$ cat src/rtl/arov_dispatch_pkg.sv
// Shared types and constants for the accelerator job dispatcher.
//   acc_state_e : per-accelerator FSM state (IDLE, START, BUSY)
//   CNT_W       : width of the saturating busy-cycle counters
//   job_t       : job descriptor type at the default descriptor width
//   sat_inc     : saturating increment used by the busy counters
package arov_dispatch_pkg;

  localparam int CNT_W     = 32;
  localparam int JOB_W_DEF = 32;

  // Fixed encodings so the state can be compared against plain vectors
  // by older blocks that do not import the enum.
  localparam logic [1:0] ST_IDLE  = 2'd0;
  localparam logic [1:0] ST_START = 2'd1;
  localparam logic [1:0] ST_BUSY  = 2'd2;

  typedef enum logic [1:0] {
    IDLE  = ST_IDLE,
    START = ST_START,
    BUSY  = ST_BUSY
  } acc_state_e;

  typedef logic [JOB_W_DEF-1:0] job_t;

  function automatic logic [CNT_W-1:0] sat_inc(input logic [CNT_W-1:0] v);
    return (&v) ? v : v + CNT_W'(1);
  endfunction

endpackage

$ cat src/rtl/arov_acc_dispatcher_if.sv
// Bundle of the dispatcher's core-side and accelerator-side signals.
//   slave  : the dispatcher itself
//   master : the cores and accelerator tiles (or a testbench standing in)
// Core side : req_valid_i, req_ready_o, req_acc_id_i, req_job_i, evt_o, err_o
// Acc side  : acc_start_o, acc_job_o, acc_done_i, acc_busy_o, busy_cnt_o
interface arov_acc_dispatcher_if #(
  parameter int NUM_REQ  = 4,
  parameter int NUM_ACC  = 8,
  parameter int JOB_W    = 32,
  parameter int ACC_ID_W = $clog2(NUM_ACC) + 1
);
  import arov_dispatch_pkg::*;

  logic [NUM_REQ-1:0]                req_valid_i;
  logic [NUM_REQ-1:0]                req_ready_o;
  logic [NUM_REQ-1:0][ACC_ID_W-1:0]  req_acc_id_i;
  logic [NUM_REQ-1:0][JOB_W-1:0]     req_job_i;
  logic [NUM_REQ-1:0]                evt_o;
  logic [NUM_REQ-1:0]                err_o;
  logic [NUM_ACC-1:0]                acc_start_o;
  logic [NUM_ACC-1:0][JOB_W-1:0]     acc_job_o;
  logic [NUM_ACC-1:0]                acc_done_i;
  logic [NUM_ACC-1:0]                acc_busy_o;
  logic [NUM_ACC-1:0][CNT_W-1:0]     busy_cnt_o;

  modport slave (
    input  req_valid_i, req_acc_id_i, req_job_i, acc_done_i,
    output req_ready_o, evt_o, err_o, acc_start_o, acc_job_o, acc_busy_o, busy_cnt_o
  );

  modport master (
    output req_valid_i, req_acc_id_i, req_job_i, acc_done_i,
    input  req_ready_o, evt_o, err_o, acc_start_o, acc_job_o, acc_busy_o, busy_cnt_o
  );

endinterface

$ cat src/rtl/arov_rr_arbiter.sv
// Round-robin arbiter: one-hot grant among N requesters.
//   clk_i, rst_i : clock, asynchronous active-high reset
//   req_i        : request vector
//   gnt_o        : one-hot grant (zero when nothing requests)
//   gnt_vld_o    : a grant is issued this cycle
//   gnt_idx_o    : index of the granted requester
// The priority pointer starts at 0 and moves to one past the winner only
// when a grant is issued.
module arov_rr_arbiter #(
  parameter  int N     = 4,
  localparam int IDX_W = $clog2(N)
) (
  input  logic             clk_i,
  input  logic             rst_i,
  input  logic [N-1:0]     req_i,
  output logic [N-1:0]     gnt_o,
  output logic             gnt_vld_o,
  output logic [IDX_W-1:0] gnt_idx_o
);

  logic [IDX_W-1:0] r_ptr;
  logic [IDX_W-1:0] w_idx;
  int               w_sum;

  // Scan from the pointer upward with wrap; first requester wins.
  always_comb begin
    gnt_o     = '0;
    gnt_vld_o = 1'b0;
    gnt_idx_o = '0;
    w_sum     = 0;
    w_idx     = '0;
    for (int k = 0; k < N; k++) begin
      w_sum = int'(r_ptr) + k;
      if (w_sum >= N) w_sum = w_sum - N;
      w_idx = IDX_W'(w_sum);
      if (!gnt_vld_o && req_i[w_idx]) begin
        gnt_vld_o    = 1'b1;
        gnt_o[w_idx] = 1'b1;
        gnt_idx_o    = w_idx;
      end
    end
  end

  always_ff @(posedge clk_i or posedge rst_i) begin
    if (rst_i) begin
      r_ptr <= '0;
    end else if (gnt_vld_o) begin
      r_ptr <= (int'(gnt_idx_o) == N - 1) ? '0 : gnt_idx_o + IDX_W'(1);
    end
  end

endmodule

$ cat src/rtl/arov_acc_dispatcher.sv
// Job dispatcher sharing NUM_ACC accelerator tiles among NUM_REQ cores.
//   clk_i : sole clock
//   rst_i : asynchronous active-high reset; drops any job in flight
//   bus   : slave side of arov_acc_dispatcher_if (requests, events,
//           errors, accelerator start/job/done, busy flags, busy counters)
//
// Per-accelerator FSM:
//   state | meaning
//   IDLE  | free, may be granted to a core
//   START | one-cycle start pulse, descriptor valid on acc_job_o
//   BUSY  | running, waiting for acc_done_i
module arov_acc_dispatcher
  import arov_dispatch_pkg::*;
#(
  parameter int NUM_REQ  = 4,
  parameter int NUM_ACC  = 8,
  parameter int JOB_W    = 32,
  parameter int ACC_ID_W = $clog2(NUM_ACC) + 1
) (
  input logic                   clk_i,
  input logic                   rst_i,
  arov_acc_dispatcher_if.slave  bus
);

  localparam int                  REQ_IDX_W = $clog2(NUM_REQ);
  localparam logic [ACC_ID_W-1:0] ACC_LIMIT = ACC_ID_W'(NUM_ACC);

  acc_state_e           r_state [NUM_ACC];
  logic [JOB_W-1:0]     r_job   [NUM_ACC];
  logic [REQ_IDX_W-1:0] r_owner [NUM_ACC];
  logic [CNT_W-1:0]     r_cnt   [NUM_ACC];
  logic [NUM_REQ-1:0]   r_evt;
  logic [NUM_REQ-1:0]   r_err;

  logic [NUM_REQ-1:0]   w_elig;
  logic [NUM_REQ-1:0]   w_oor;
  logic [NUM_REQ-1:0]   w_gnt;
  logic                 w_gnt_vld;
  logic [REQ_IDX_W-1:0] w_gnt_idx;
  logic [NUM_ACC-1:0]   w_dispatch;
  logic [NUM_REQ-1:0]   w_evt_nxt;

  // Out-of-range requests are always eligible so they can be rejected
  // promptly; a core waiting on a busy tile simply drops out of the race.
  always_comb begin
    w_elig = '0;
    w_oor  = '0;
    for (int r = 0; r < NUM_REQ; r++) begin
      w_oor[r] = (bus.req_acc_id_i[r] >= ACC_LIMIT);
      if (bus.req_valid_i[r]) begin
        if (w_oor[r]) begin
          w_elig[r] = 1'b1;
        end else begin
          for (int a = 0; a < NUM_ACC; a++) begin
            if (bus.req_acc_id_i[r] == ACC_ID_W'(a) && r_state[a] == IDLE)
              w_elig[r] = 1'b1;
          end
        end
      end
    end
  end

  arov_rr_arbiter #(.N(NUM_REQ)) u_arb (
    .clk_i     (clk_i),
    .rst_i     (rst_i),
    .req_i     (w_elig),
    .gnt_o     (w_gnt),
    .gnt_vld_o (w_gnt_vld),
    .gnt_idx_o (w_gnt_idx)
  );

  assign bus.req_ready_o = w_gnt;

  always_comb begin
    w_dispatch = '0;
    for (int a = 0; a < NUM_ACC; a++) begin
      w_dispatch[a] = w_gnt_vld && !w_oor[w_gnt_idx] &&
                      (bus.req_acc_id_i[w_gnt_idx] == ACC_ID_W'(a));
    end
  end

  // Completions from several tiles owned by one core merge into one pulse.
  always_comb begin
    w_evt_nxt = '0;
    for (int a = 0; a < NUM_ACC; a++) begin
      if (r_state[a] == BUSY && bus.acc_done_i[a])
        w_evt_nxt[r_owner[a]] = 1'b1;
    end
  end

  always_ff @(posedge clk_i or posedge rst_i) begin
    if (rst_i) begin
      r_evt <= '0;
      r_err <= '0;
      for (int a = 0; a < NUM_ACC; a++) begin
        r_state[a] <= IDLE;
        r_job[a]   <= '0;
        r_owner[a] <= '0;
        r_cnt[a]   <= '0;
      end
    end else begin
      r_evt <= w_evt_nxt;
      r_err <= w_gnt & w_oor;
      for (int a = 0; a < NUM_ACC; a++) begin
        if (r_state[a] != IDLE) r_cnt[a] <= sat_inc(r_cnt[a]);
        case (r_state[a])
          IDLE: begin
            if (w_dispatch[a]) begin
              r_state[a] <= START;
              r_job[a]   <= bus.req_job_i[w_gnt_idx];
              r_owner[a] <= w_gnt_idx;
            end
          end
          START:   r_state[a] <= BUSY;
          BUSY:    if (bus.acc_done_i[a]) r_state[a] <= IDLE;
          default: r_state[a] <= IDLE;
        endcase
      end
    end
  end

  for (genvar a = 0; a < NUM_ACC; a++) begin : g_acc_out
    assign bus.acc_start_o[a] = (r_state[a] == START);
    assign bus.acc_busy_o[a]  = (r_state[a] != IDLE);
    assign bus.acc_job_o[a]   = r_job[a];
    assign bus.busy_cnt_o[a]  = r_cnt[a];
  end

  assign bus.evt_o = r_evt;
  assign bus.err_o = r_err;

endmodule

$ cat src/flat_wrapper.sv
// flat-port wrapper written by rule: the top's interface ports become plain ports
module arov_acc_dispatcher_flat import arov_dispatch_pkg::*;
#(
  parameter int NUM_REQ  = 4,
  parameter int NUM_ACC  = 8,
  parameter int JOB_W    = 32,
  parameter int ACC_ID_W = $clog2(NUM_ACC) + 1
)
  (clk_i, rst_i, bus_req_valid_i, bus_req_acc_id_i, bus_req_job_i, bus_acc_done_i, bus_req_ready_o, bus_evt_o, bus_err_o, bus_acc_start_o, bus_acc_job_o, bus_acc_busy_o, bus_busy_cnt_o);
  arov_acc_dispatcher_if #(.NUM_REQ(NUM_REQ), .NUM_ACC(NUM_ACC), .JOB_W(JOB_W), .ACC_ID_W(ACC_ID_W)) bus_i ();
  input logic clk_i;
  input logic rst_i;
  input wire logic [$bits(bus_i.req_valid_i)-1:0] bus_req_valid_i;
  input wire logic [$bits(bus_i.req_acc_id_i)-1:0] bus_req_acc_id_i;
  input wire logic [$bits(bus_i.req_job_i)-1:0] bus_req_job_i;
  input wire logic [$bits(bus_i.acc_done_i)-1:0] bus_acc_done_i;
  output wire logic [$bits(bus_i.req_ready_o)-1:0] bus_req_ready_o;
  output wire logic [$bits(bus_i.evt_o)-1:0] bus_evt_o;
  output wire logic [$bits(bus_i.err_o)-1:0] bus_err_o;
  output wire logic [$bits(bus_i.acc_start_o)-1:0] bus_acc_start_o;
  output wire logic [$bits(bus_i.acc_job_o)-1:0] bus_acc_job_o;
  output wire logic [$bits(bus_i.acc_busy_o)-1:0] bus_acc_busy_o;
  output wire logic [$bits(bus_i.busy_cnt_o)-1:0] bus_busy_cnt_o;
  assign bus_i.req_valid_i = bus_req_valid_i;
  assign bus_i.req_acc_id_i = bus_req_acc_id_i;
  assign bus_i.req_job_i = bus_req_job_i;
  assign bus_i.acc_done_i = bus_acc_done_i;
  assign bus_req_ready_o = bus_i.req_ready_o;
  assign bus_evt_o = bus_i.evt_o;
  assign bus_err_o = bus_i.err_o;
  assign bus_acc_start_o = bus_i.acc_start_o;
  assign bus_acc_job_o = bus_i.acc_job_o;
  assign bus_acc_busy_o = bus_i.acc_busy_o;
  assign bus_busy_cnt_o = bus_i.busy_cnt_o;
  arov_acc_dispatcher #(.NUM_REQ(NUM_REQ), .NUM_ACC(NUM_ACC), .JOB_W(JOB_W), .ACC_ID_W(ACC_ID_W)) u_core (.clk_i(clk_i), .rst_i(rst_i), .bus(bus_i));
endmodule
$ cat config.mk
export PLATFORM = sky130hd
export DESIGN_NAME = arov_acc_dispatcher_flat
export DESIGN_NICKNAME = d
export VERILOG_FILES = /design/src/rtl/arov_dispatch_pkg.sv /design/src/rtl/arov_acc_dispatcher_if.sv /design/src/rtl/arov_rr_arbiter.sv /design/src/rtl/arov_acc_dispatcher.sv /design/src/flat_wrapper.sv
export SDC_FILE = /design/constraint.sdc
export NUM_CORES = 1
export LEC_CHECK = 0
export BUFFER_PORTS_ARGS = -buffer_cell sky130_fd_sc_hd__buf_2
export CAP_MARGIN = 5
export CORE_MARGIN = 5
export CORE_UTILIZATION = 36
export CTS_CLUSTER_SIZE = 24
export DETAILED_ROUTE_END_ITERATION = 7
export SLEW_MARGIN = 20
export SYNTH_ARGS = -nofsm -noshare
export SYNTH_HDL_FRONTEND = slang
export SYNTH_SLANG_ARGS = --single-unit
export TNS_END_PERCENT = 10
$ cat constraint.sdc
create_clock -name clk_i -period 22.4 [get_ports clk_i]
set_input_delay 1.12 -clock clk_i [delete_from_list [all_inputs] [get_ports clk_i]]
set_output_delay 1.12 -clock clk_i [all_outputs]
set_load 0.01 [all_outputs]
# ---- Word-level counts from Yosys, hierarchy flattened
# Cells that the tools add are included.
dict set report word_totals {
  n_memories 0
  in_bits 158
  output_inout_bits 540
  latchBits 0
  reg_bits 554
  romBits 0
  mem_bits_rw 0
}
dict set report classes {
  multipliers 0
  bitwise_logic 19
  addsub 16
  n_lt_le_gt_ge 33
  div 0
  n_mux 127
  n_eq_ne 68
  shift 0
  reduce_logical 121
}
# operator count
set ops {}
lappend ops {{$add A32 B1 Y32 const B} 8}
lappend ops {{$reduce_and A32 Y1} 8}
lappend ops {{$eq A4 B3 Y1 const B} 20}
lappend ops {{$bmux W32 S2} 1}
lappend ops {{$logic_and A1 B1 Y1} 64}
lappend ops {{$mux W1} 61}
lappend ops {{$mux W4} 13}
lappend ops {{$mux W2} 25}
lappend ops {{$pmux W2 S3} 8}
lappend ops {{$reduce_and A2 Y1} 24}
lappend ops {{$eq A4 B2 Y1 const B} 10}
lappend ops {{$or A4 B4 Y4} 10}
lappend ops {{$lt A2 B3 Y1 const B} 13}
lappend ops {{$mux W32} 1}
lappend ops {{$demux W1 S2} 12}
lappend ops {{$ge A2 B1 Y1 const B} 12}
lappend ops {{$eq A4 B1 Y1 const B} 5}
lappend ops {{$logic_not A4 Y1} 5}
lappend ops {{$eq A2 B1 Y1 const B} 9}
lappend ops {{$eq A2 B2 Y1 const B} 8}
lappend ops {{$ge A4 B4 Y1 const B} 4}
lappend ops {{$logic_not A2 Y1} 8}
lappend ops {{$ne A2 B1 Y1 const B} 8}
lappend ops {{$ne A2 B2 Y1 const B} 8}
lappend ops {{other kinds (12)} 39}

# ---- Longest topological paths before layout
# Gate-level depths: netlist (run 1).
dict set report depth {
  ltp_word 31
  depth_mapped 14
}

# ---- Hierarchy
# From an unflattened synthesis (run 1), not the netlist that was laid out.
dict set report unflattened {
  hier_cells 1971
  area_unflattened_um2 25379.3
}
# module cells_per_inst area_each_um2 n_inst seq_area_each_um2
set by_module_without_submodules {}
lappend by_module_without_submodules {arov_acc_dispatcher 1877 24601.1 1 13813.2}
lappend by_module_without_submodules {arov_rr_arbiter 94 778.2 1 50.0}

# ---- Least setup slack after synthesis (run 1)
# No wires, ideal clock.
dict set report synth_timing {
  path_type {input port to flip-flop}
  from {input bus_req_acc_id_i[1]}
  to {register u_core.r_job (netlist bit u_core.bus.acc_job_o[199])}
  path_slack_ns 17.832
  cell_stages 13
  n_path_buf 2
  arrival_ns 4.444
  required_ns 22.275
  cell_sequence {buf_2 > or4_1 > o2111a_1 > o21ai_2 > o21ai_2 > mux4_2 > nor2_4 > mux2_1 > o211ai_1 > o21ba_2 > o211ai_4 > buf_2 > mux2_2}
}
dict set report synth_between {
  elab_chain_len 30
}
# element line_no
set synth_rtl {}
lappend synth_rtl {{from (decl)} flat_wrapper.sv:14} ;# input wire logic [$bits(bus_i.req_acc_id_i)-1:0] bus_req_acc_id_i;
lappend synth_rtl {{parallel branches: the longest is 30 deep, another holds $logic_not A4 Y1} n/a}
lappend synth_rtl {{to (signal, indexed assignment)} arov_acc_dispatcher.sv:110} ;# r_job[a] <= bus.req_job_i[w_gnt_idx];
lappend synth_rtl {{to (decl)} arov_acc_dispatcher.sv:29} ;# logic [JOB_W-1:0] r_job [NUM_ACC];
# Several ways; the timed one is not identified. The select of a mux whose other input is x is not followed.
# A chain may end at the register's enable or synchronous reset.

# ---- Final worst setup path (run 1)
dict set report layout_timing {
  from {register u_core.r_state[15] in the netlist's numbering}
  to {output bus_req_ready_o[0]}
}
dict set report layout_between {
  elab_chain_len 24
}
# element line_no
set layout_rtl {}
lappend layout_rtl {{from (decl)} arov_acc_dispatcher.sv:28} ;# acc_state_e r_state [NUM_ACC];
lappend layout_rtl {{from (signal, indexed assignment)} arov_acc_dispatcher.sv:96} ;# r_state[a] <= IDLE;
lappend layout_rtl {{from (signal, indexed assignment)} arov_acc_dispatcher.sv:109} ;# r_state[a] <= START;
lappend layout_rtl {{from (signal, indexed assignment)} arov_acc_dispatcher.sv:114} ;# START: r_state[a] <= BUSY;
lappend layout_rtl {{$logic_not A2 Y1 (*)} arov_acc_dispatcher.sv:55} ;# if (bus.req_acc_id_i[r] == ACC_ID_W'(a) && r_state[a] == IDLE)
lappend layout_rtl {{$logic_and A1 B1 Y1} arov_acc_dispatcher.sv:55}
lappend layout_rtl {{$mux W1 (8 in a row)} arov_acc_dispatcher.sv:55}
lappend layout_rtl {{$mux W1} arov_acc_dispatcher.sv:51} ;# if (w_oor[r]) begin
lappend layout_rtl {{$mux W1} arov_acc_dispatcher.sv:50} ;# if (bus.req_valid_i[r]) begin
lappend layout_rtl {{$bmux W1 S2} arov_rr_arbiter.sv:36} ;# if (!gnt_vld_o && req_i[w_idx]) begin
lappend layout_rtl {{$mux W1 (not written as such)} arov_rr_arbiter.sv:36}
lappend layout_rtl {{$mux W1} arov_rr_arbiter.sv:36}
lappend layout_rtl {{$logic_not A1 Y1} arov_rr_arbiter.sv:36}
lappend layout_rtl {{$logic_and A1 B1 Y1} arov_rr_arbiter.sv:36}
lappend layout_rtl {{$mux W1} arov_rr_arbiter.sv:36}
lappend layout_rtl {{$logic_not A1 Y1} arov_rr_arbiter.sv:36}
lappend layout_rtl {{$logic_and A1 B1 Y1} arov_rr_arbiter.sv:36}
lappend layout_rtl {{$mux W1} arov_rr_arbiter.sv:36}
lappend layout_rtl {{$logic_not A1 Y1} arov_rr_arbiter.sv:36}
lappend layout_rtl {{$logic_and A1 B1 Y1} arov_rr_arbiter.sv:36}
lappend layout_rtl {{$mux W4 (*)} arov_rr_arbiter.sv:36}
lappend layout_rtl {{to (decl)} flat_wrapper.sv:17} ;# output wire logic [$bits(bus_i.req_ready_o)-1:0] bus_req_ready_o;
# Every way passes the cells marked *; elsewhere a longest branch is shown, timed or not. The select of a mux whose other input is x is not followed.

==> impl_metrics.yaml, run 1 <==
outcome:
  status: "finished, final reports clean"
pwr:
  peakVddDrop_uv: 135.0
  powerDensity_nw_per_um2: 142.8
  p_leak_nw: 15.63
global_route:
  antenna_found_initial: 23
  grt_util_all_layers_pct: 22.50
  grt_pass1_wl_um: 131400
  grt_max_degree: 112
  grt_pass1_vias: 20538
  grt-ovfl-total: 0
synth:
  syn_inst: 2091
  yosys.cell_count.top_type: "dfrtp_1"
  dominantRegCellSynth: "dfrtp_1"
  synthTopCellsByCount: "dfrtp_1 (554), nand2_1 (198), mux2_1 (179)"
  synth_seq_cells: 554
  syn_avg_cell_area_um2: 12.04
  syn_area_um2: 25170
  synth-edff-count: 0
  yosys_warnings: 0
  yosysSeqAreaShare_pct: 55.09
  yosysTopAreaCellShare_pct: 55.09
  synth.area.top_cells: "dfrtp_1 (55%), mux2_1 (8.0%), xnor2_1 (6.1%), mux2_2 (3.5%), nand2_1 (3.0%)"
  syn_nets: 2266
  async_flop_share_pct: 100.0
  yosysTopAreaCell: "dfrtp_1"
  synth.distinct_cells: 80
setup_path:
  cp_top_family: "compound AO/OA/AOI/OAI gates"
  cp_max_fo: 10
  endpoint_kind: "output port"
  crit_path_cell_trace: "nor2_1 > a221oi_1 > a32oi_1 > o21ai_0 > a22o_1 > nor2b_1 > a221oi_1 > o21ai_0 > buf_2"
  crit_required_ns: 21.28
  cpMaxStageDelayCell: "nor2b_1"
  critPathKind: "register to output port"
  crit_buf_inv: 1
  crit_path_start_kind: "register"
  worstPathArrival_ns: 4.43
  max_stage_delay_ns: 0.63
final_layout:
  nets: 2984
  drive_gt1_share_pct: 33.30
  area_growth_pct: 25.60
die:
  core_area_um2: 69660
  io_pins: 698
  num_rows: 97
  die_w_um: 274.4
  die-area_um2: 75300
  fp.dieH_um: 274.4
  initial_utilization_pct: 36.13
place:
  port_buffers: 697
  gp_congestion: 0.9178
  dpl.hpwl_um: 66600
  post-place-ws_ns: 16.49
job:
  cap_violations: 0
timing:
  rsz0062_at_grt: "false"
  fin_setup_tns_ns: 0
  drv_slew: 0
  tightestPinTransition_ns: 1.003
  timing.final.crit_share_pct: 24.78
  finalHoldViolCount: 0
  fmax_mhz: 180.2
  hold-worst-slack_ns: 0.4810
  finalClockSkew_ns: 0.01256
  finalWorstSetupSlack_ns: 16.85
  min_period_ns: 5.550
  timing.slew.headroom_pct: 32.80
  finalSetupViolations: 0
route:
  wl_per_cell_um: 23.12
  drtPass1Iterations: 5
  drt_iter0_markers: 1359
  drc: 0
  vias: 19741
  drt_wl_total_um: 87910
  routed_via_density: 5.191
  ant_nets: 0
clocking:
  clk_latency_ns: 0.61
  clkSlewWorstSetupHoldPaths_ns: 0.06
  cts_tree: "yes"
  numCtsBuffers: 61
  clkSinkCount: 554
  cts.repair.resized: 0
  htreeDepth: 2
  cts.path.max_buffers: 3
  postCtsHoldBufs: 0
  cts_setup_buffers: 0
  cts-root-buf: "clkbuf_16"
worst_hold_path:
  hp-class: "register to register"
-- worst register-to-register path, cell delays in order, from the launching register on --
cell and delay, ns:
dfrtp_1 0.32, buf_4 0.33, inv_1 0.40, ha_1 0.50
inv_1 0.21, mux4_2 0.69, o21ai_2 0.35, o21ai_4 0.09
buf_4 0.27, nor2_1 0.29, o22ai_4 0.22, a211oi_4 0.73
buf_4 0.57, mux2_2 0.42
-- power by group --
group / leakage (nW) / internal [mW] / total (mW) / switching [mW]
clock: 0.946 / 0.573 / 0.992 / 0.419
sequential: 7.15 / 1.31 / 1.54 / 0.228
combinational: 7.53 / 0.763 / 1.98 / 1.22
total: 15.6 / 2.65 / 4.51 / 1.87
-- state kept, by name (all words and copies together), names as in the netlist --
name / flops
u_core.u_arb.r_ptr: 2
u_core.r_state: 16
u_core.bus.acc_job_o: 256
u_core.bus.err_o: 4
u_core.bus.evt_o: 4
u_core.bus.busy_cnt_o: 256
u_core.r_owner: 16
-- cells in the final DEF, fill, tap and decap left out, types with 8 or more instances in the layout --
cell,netlist,layout
a21oi_1,11,11
o21ai_0,18,18
nand3_1,102,102
xnor2_1,175,175
and3_1,39,39
nor3_1,37,37
diode_2,0,10
mux2_4,25,25
and4_1,14,14
nor2b_1,23,23
a31oi_1,36,36
clkbuf_8,0,10
xor2_1,73,73
mux2_1,179,179
a211oi_1,33,33
mux2_2,78,78
ha_1,17,17
clkinv_2,0,9
nor2_1,104,104
clkbuf_1,31,17
clkbuf_16,0,62
or2_2,8,8
nand2_1,198,198
and2_1,43,43
dfrtp_1,554,554
buf_4,0,20
nor4_1,15,15
inv_1,43,42
nand4_1,69,69
buf_2,13,697
nor3b_1,8,8
-- metrics by stage --
stage	instance area, um^2	utilization, %	instances	power, mW
2_1_floorplan	25170	-	2091	2.717
3_3_place_gp	29640	42.54	3686	3.512
6_report	31610	45.38	3803	4.513
3_5_place_dp	29640	42.54	3686	3.554
5_1_grt	31610	45.37	3802	4.762
4_1_cts	31580	45.33	3793	4.563
-- logic make-up after synthesis --
| logic type | after synthesis | share of synthesized area (%) |
|---|---|---|
| buffers and inverters | 107 | 2.197 |
| and+or+nand+nor | 691 | 13.93 |
| DFF | 554 | 55.09 |
| AOI/OAI and AO/OA | 182 | 5.727 |
| adders and majority gates | 17 | 0.8452 |
| xor gates and xnor gates | 248 | 8.631 |
| muxes | 292 | 13.59 |
-- area by class of cell --
cell class	instances	area, um^2
diodes	10	25.02
clock buffers	89	1753
clock inverters	18	190.2
fillers	6621	38050
inverters	44	172.7
multi-input cells	1430	10780
flip-flops and latches	554	13860
well taps	940	1176
repair buffers	718	3650
-- layer usage --
layer | GRT usage, % | vias to the layer above | share of wire [%]
li1 | - | 8823 | -
met1 | 27.14 | 10012 | 39
met2 | 39.19 | 706 | 50
met3 | 5.583 | 186 | 6.8
met4 | 8.005 | 14 | 3.7
met5 | 0 | - | 0.10
-- final timing paths --
check,cells after the start,to,slack [ns],startpoint
setup reg to reg,13,u_core.bus.acc_job_o[189],16.90,u_core.u_arb.r_ptr[0]
setup / recovery,9,bus_req_ready_o[0],16.85,u_core.r_state[15]
hold / removal,1,u_core.bus.acc_job_o[150],0.48,u_core.bus.acc_job_o[150]
hold reg to reg,1,u_core.bus.acc_job_o[150],0.48,u_core.bus.acc_job_o[150]
max in group asynchronous,5,u_core.bus.busy_cnt_o[193],18.77,rst_i
min in group asynchronous,2,u_core.bus.busy_cnt_o[156],0.65,rst_i
Power figures use the tool's default switching activity.
==> run 2: changes to the inputs <==
==> constraint.sdc (replaced) <==
create_clock -name clk_i -period 4.5 [get_ports clk_i]
set_input_delay 0.225 -clock clk_i [delete_from_list [all_inputs] [get_ports clk_i]]
set_output_delay 0.225 -clock clk_i [all_outputs]
set_load 0.01 [all_outputs]
==> run 2 against run 1 <==
Net effect: via count up 0.25%; combinational power rose to 5.3 times the previous value; count of clock-buffer cells in the layout down 3; first-iteration DRC count down 13%; largest cell class unchanged; worst setup slack worse by 17 ns; total power rose to 5.1 times the previous value.
==> impl_metrics.yaml, run 2 (synthesized netlist as in run 1, its figures left out) <==
clocking:
  cts_tree: "yes"
  numCtsBuffers: 61
  clk_latency_ns: 0.63
  clkSinkCount: 554
  cts-root-buf: "clkbuf_16"
  cts_setup_buffers: 0
  htreeDepth: 2
  cts.path.max_buffers: 3
  clkSlewWorstSetupHoldPaths_ns: 0.06
outcome:
  status: "finished, final reports clean"
route:
  ant_nets: 0
  routed_via_density: 5.149
  wl_per_cell_um: 22.74
  vias: 19791
  drtPass1Iterations: 7
  drc: 0
  drt_iter0_markers: 1188
  drt_wl_total_um: 87420
final_layout:
  nets: 3018
  final_common_cell: "buf_2"
  drive_gt1_share_pct: 34.08
  finalCoreUtilization_pct: 46.38
  design_area_um2: 32310
  layout_common_cells: "buf_2 (697), dfrtp_1 (554), nand2_1 (198)"
  fillers: 6610
  area_growth_pct: 28.38
setup_path:
  critPathKind: "register to register"
  crit_path_start_kind: "register"
  cp_max_fo: 19
  worstPathArrival_ns: 4.82
  endpoint_kind: "register"
  ff2ff_path_depth: 12
  crit_required_ns: 5.05
timing:
  timing.slew.headroom_pct: 27.75
  fmax_mhz: 233.9
  rsz0062_at_grt: "false"
  min_period_ns: 4.275
  timing.final.crit_share_pct: 95.00
  finalHoldViolCount: 0
  finalSetupViolations: 0
  finalClockSkew_ns: 0.02299
  tightestPinTransition_ns: 1.079
  finalWorstSetupSlack_ns: 0.2249
  drv_slew: 0
  hold-worst-slack_ns: 0.2703
place:
  gp_congestion: 0.9003
  post-place-ws_ns: 0.1921
  port_buffers: 697
  dpl.hpwl_um: 66310
  dpl_cell_area_um2: 30030
die:
  die-area_um2: 75300
  initial_utilization_pct: 36.13
  num_rows: 97
  core_area_um2: 69660
  fp.dieH_um: 274.4
  die_w_um: 274.4
  io_pins: 698
pwr:
  clkPwrFrac_pct: 22.5
  p_switching_mw: 9.436
  switching_share_pct: 40.64
  p_comb_share_pct: 44.8
  p_seq_share_pct: 32.7
  intPower_mw: 13.79
  p_leak_nw: 15.96
  peakVddDrop_uv: 446.6
  power.total_mw: 23.22
  powerDensity_nw_per_um2: 718.7
global_route:
  grt_max_degree: 146
  grt_util_all_layers_pct: 22.45
  grt-ovfl-total: 0
  grt_pass1_wl_um: 130700
  grt_pass1_vias: 20621
  antenna_found_initial: 29
worst_hold_path:
  hp-class: "primary input to asynchronous set/reset pin"
job:
  cap_violations: 0
==> run 2: cell types whose count changed in the layout (fill, tap and decap cells not counted) <==
cell           delta
buf_12           +19
buf_4             +2
bufinv_16         +3
clkbuf_1          -8
clkbuf_8          +5
clkinv_4          +4
diode_2           +4
dlygate4sd3_1    +13
inv_8             -1
nor2_1            -2
nor2_2            +2
nor4_1            -1
nor4_2            +1
==> run 2: area by class of cell <==
class / instances / area, um^2 / share of cell area (%)
Multi-Input combinational cell: 1430 / 10790 / 33.40
Sequential cell: 554 / 13860 / 42.91
Clock buffer: 86 / 1792 / 5.545
Inverter: 44 / 168.9 / 0.5228
Tap cell: 940 / 1176 / 3.640
Clock inverter: 24 / 307.8 / 0.9526
Timing Repair Buffer: 752 / 4175 / 12.92
Antenna cell: 14 / 35.03 / 0.1084
==> run 2: layer usage <==
layer / vias up / track usage (%) / routed length, um
met1: 9905 / 26.78 / 33790
met2: 764 / 38.55 / 43300
li1: 8911 / - / -
met4: 14 / 8.815 / 3379
met5: - / 0 / 83
met3: 197 / 6.230 / 6870
==> run 2: critical path, cell delays in order, from the launching register on <==
cell,delay [ns]
dfrtp_1,0.50
nor4bb_1,0.10
o31ai_1,0.28
o311ai_1,0.19
o21a_1,0.27
mux4_2,0.58
and3_1,0.23
o21ai_4,0.27
buf_12,0.18
buf_4,0.23
nand2_1,0.15
a31oi_1,0.89
mux2_2,0.32
==> run 2: final timing paths <==
path                                      startpoint                   endpoint  slack, ns
setup / recovery                   u_core.r_state[1]  u_core.bus.acc_job_o[251]       0.22
max in group asynchronous                      rst_i   u_core.bus.acc_job_o[84]       2.89
hold / removal                                 rst_i  u_core.bus.acc_job_o[142]       0.27
hold reg to reg            u_core.bus.acc_job_o[163]  u_core.bus.acc_job_o[163]       0.48
min in group clk_i                 bus_req_job_i[83]  u_core.bus.acc_job_o[211]       0.32
setup reg to reg                   u_core.r_state[1]  u_core.bus.acc_job_o[251]       0.22
==> run 2: stage by stage <==
stage	instances	setup TNS, ns
2_1_floorplan	2091	-1808.70
3_5_place_dp	3707	0
5_1_grt	3842	0
3_3_place_gp	3707	0
6_report	3844	0
4_1_cts	3830	0
==> run 2: what timing repair did <==
item | in CTS | in global routing
endpoints found under the hold margin | 36 | 0
gates resized for setup | 0 | 3
setup endpoints to repair | 0 | 42
hold buffers | 13 | 0
==> run 2: power groups by stage <==
stage | logic [mW] | registers, mW | clock network, mW
3_5_place_dp | 10.5 | 7.62 | 0
3_3_place_gp | 10.3 | 7.57 | 0
5_1_grt | 11.2 | 7.77 | 5.53
6_report | 10.4 | 7.59 | 5.24
2_1_floorplan | 5.46 | 8.07 | 0
4_1_cts | 10.5 | 7.57 | 5.34
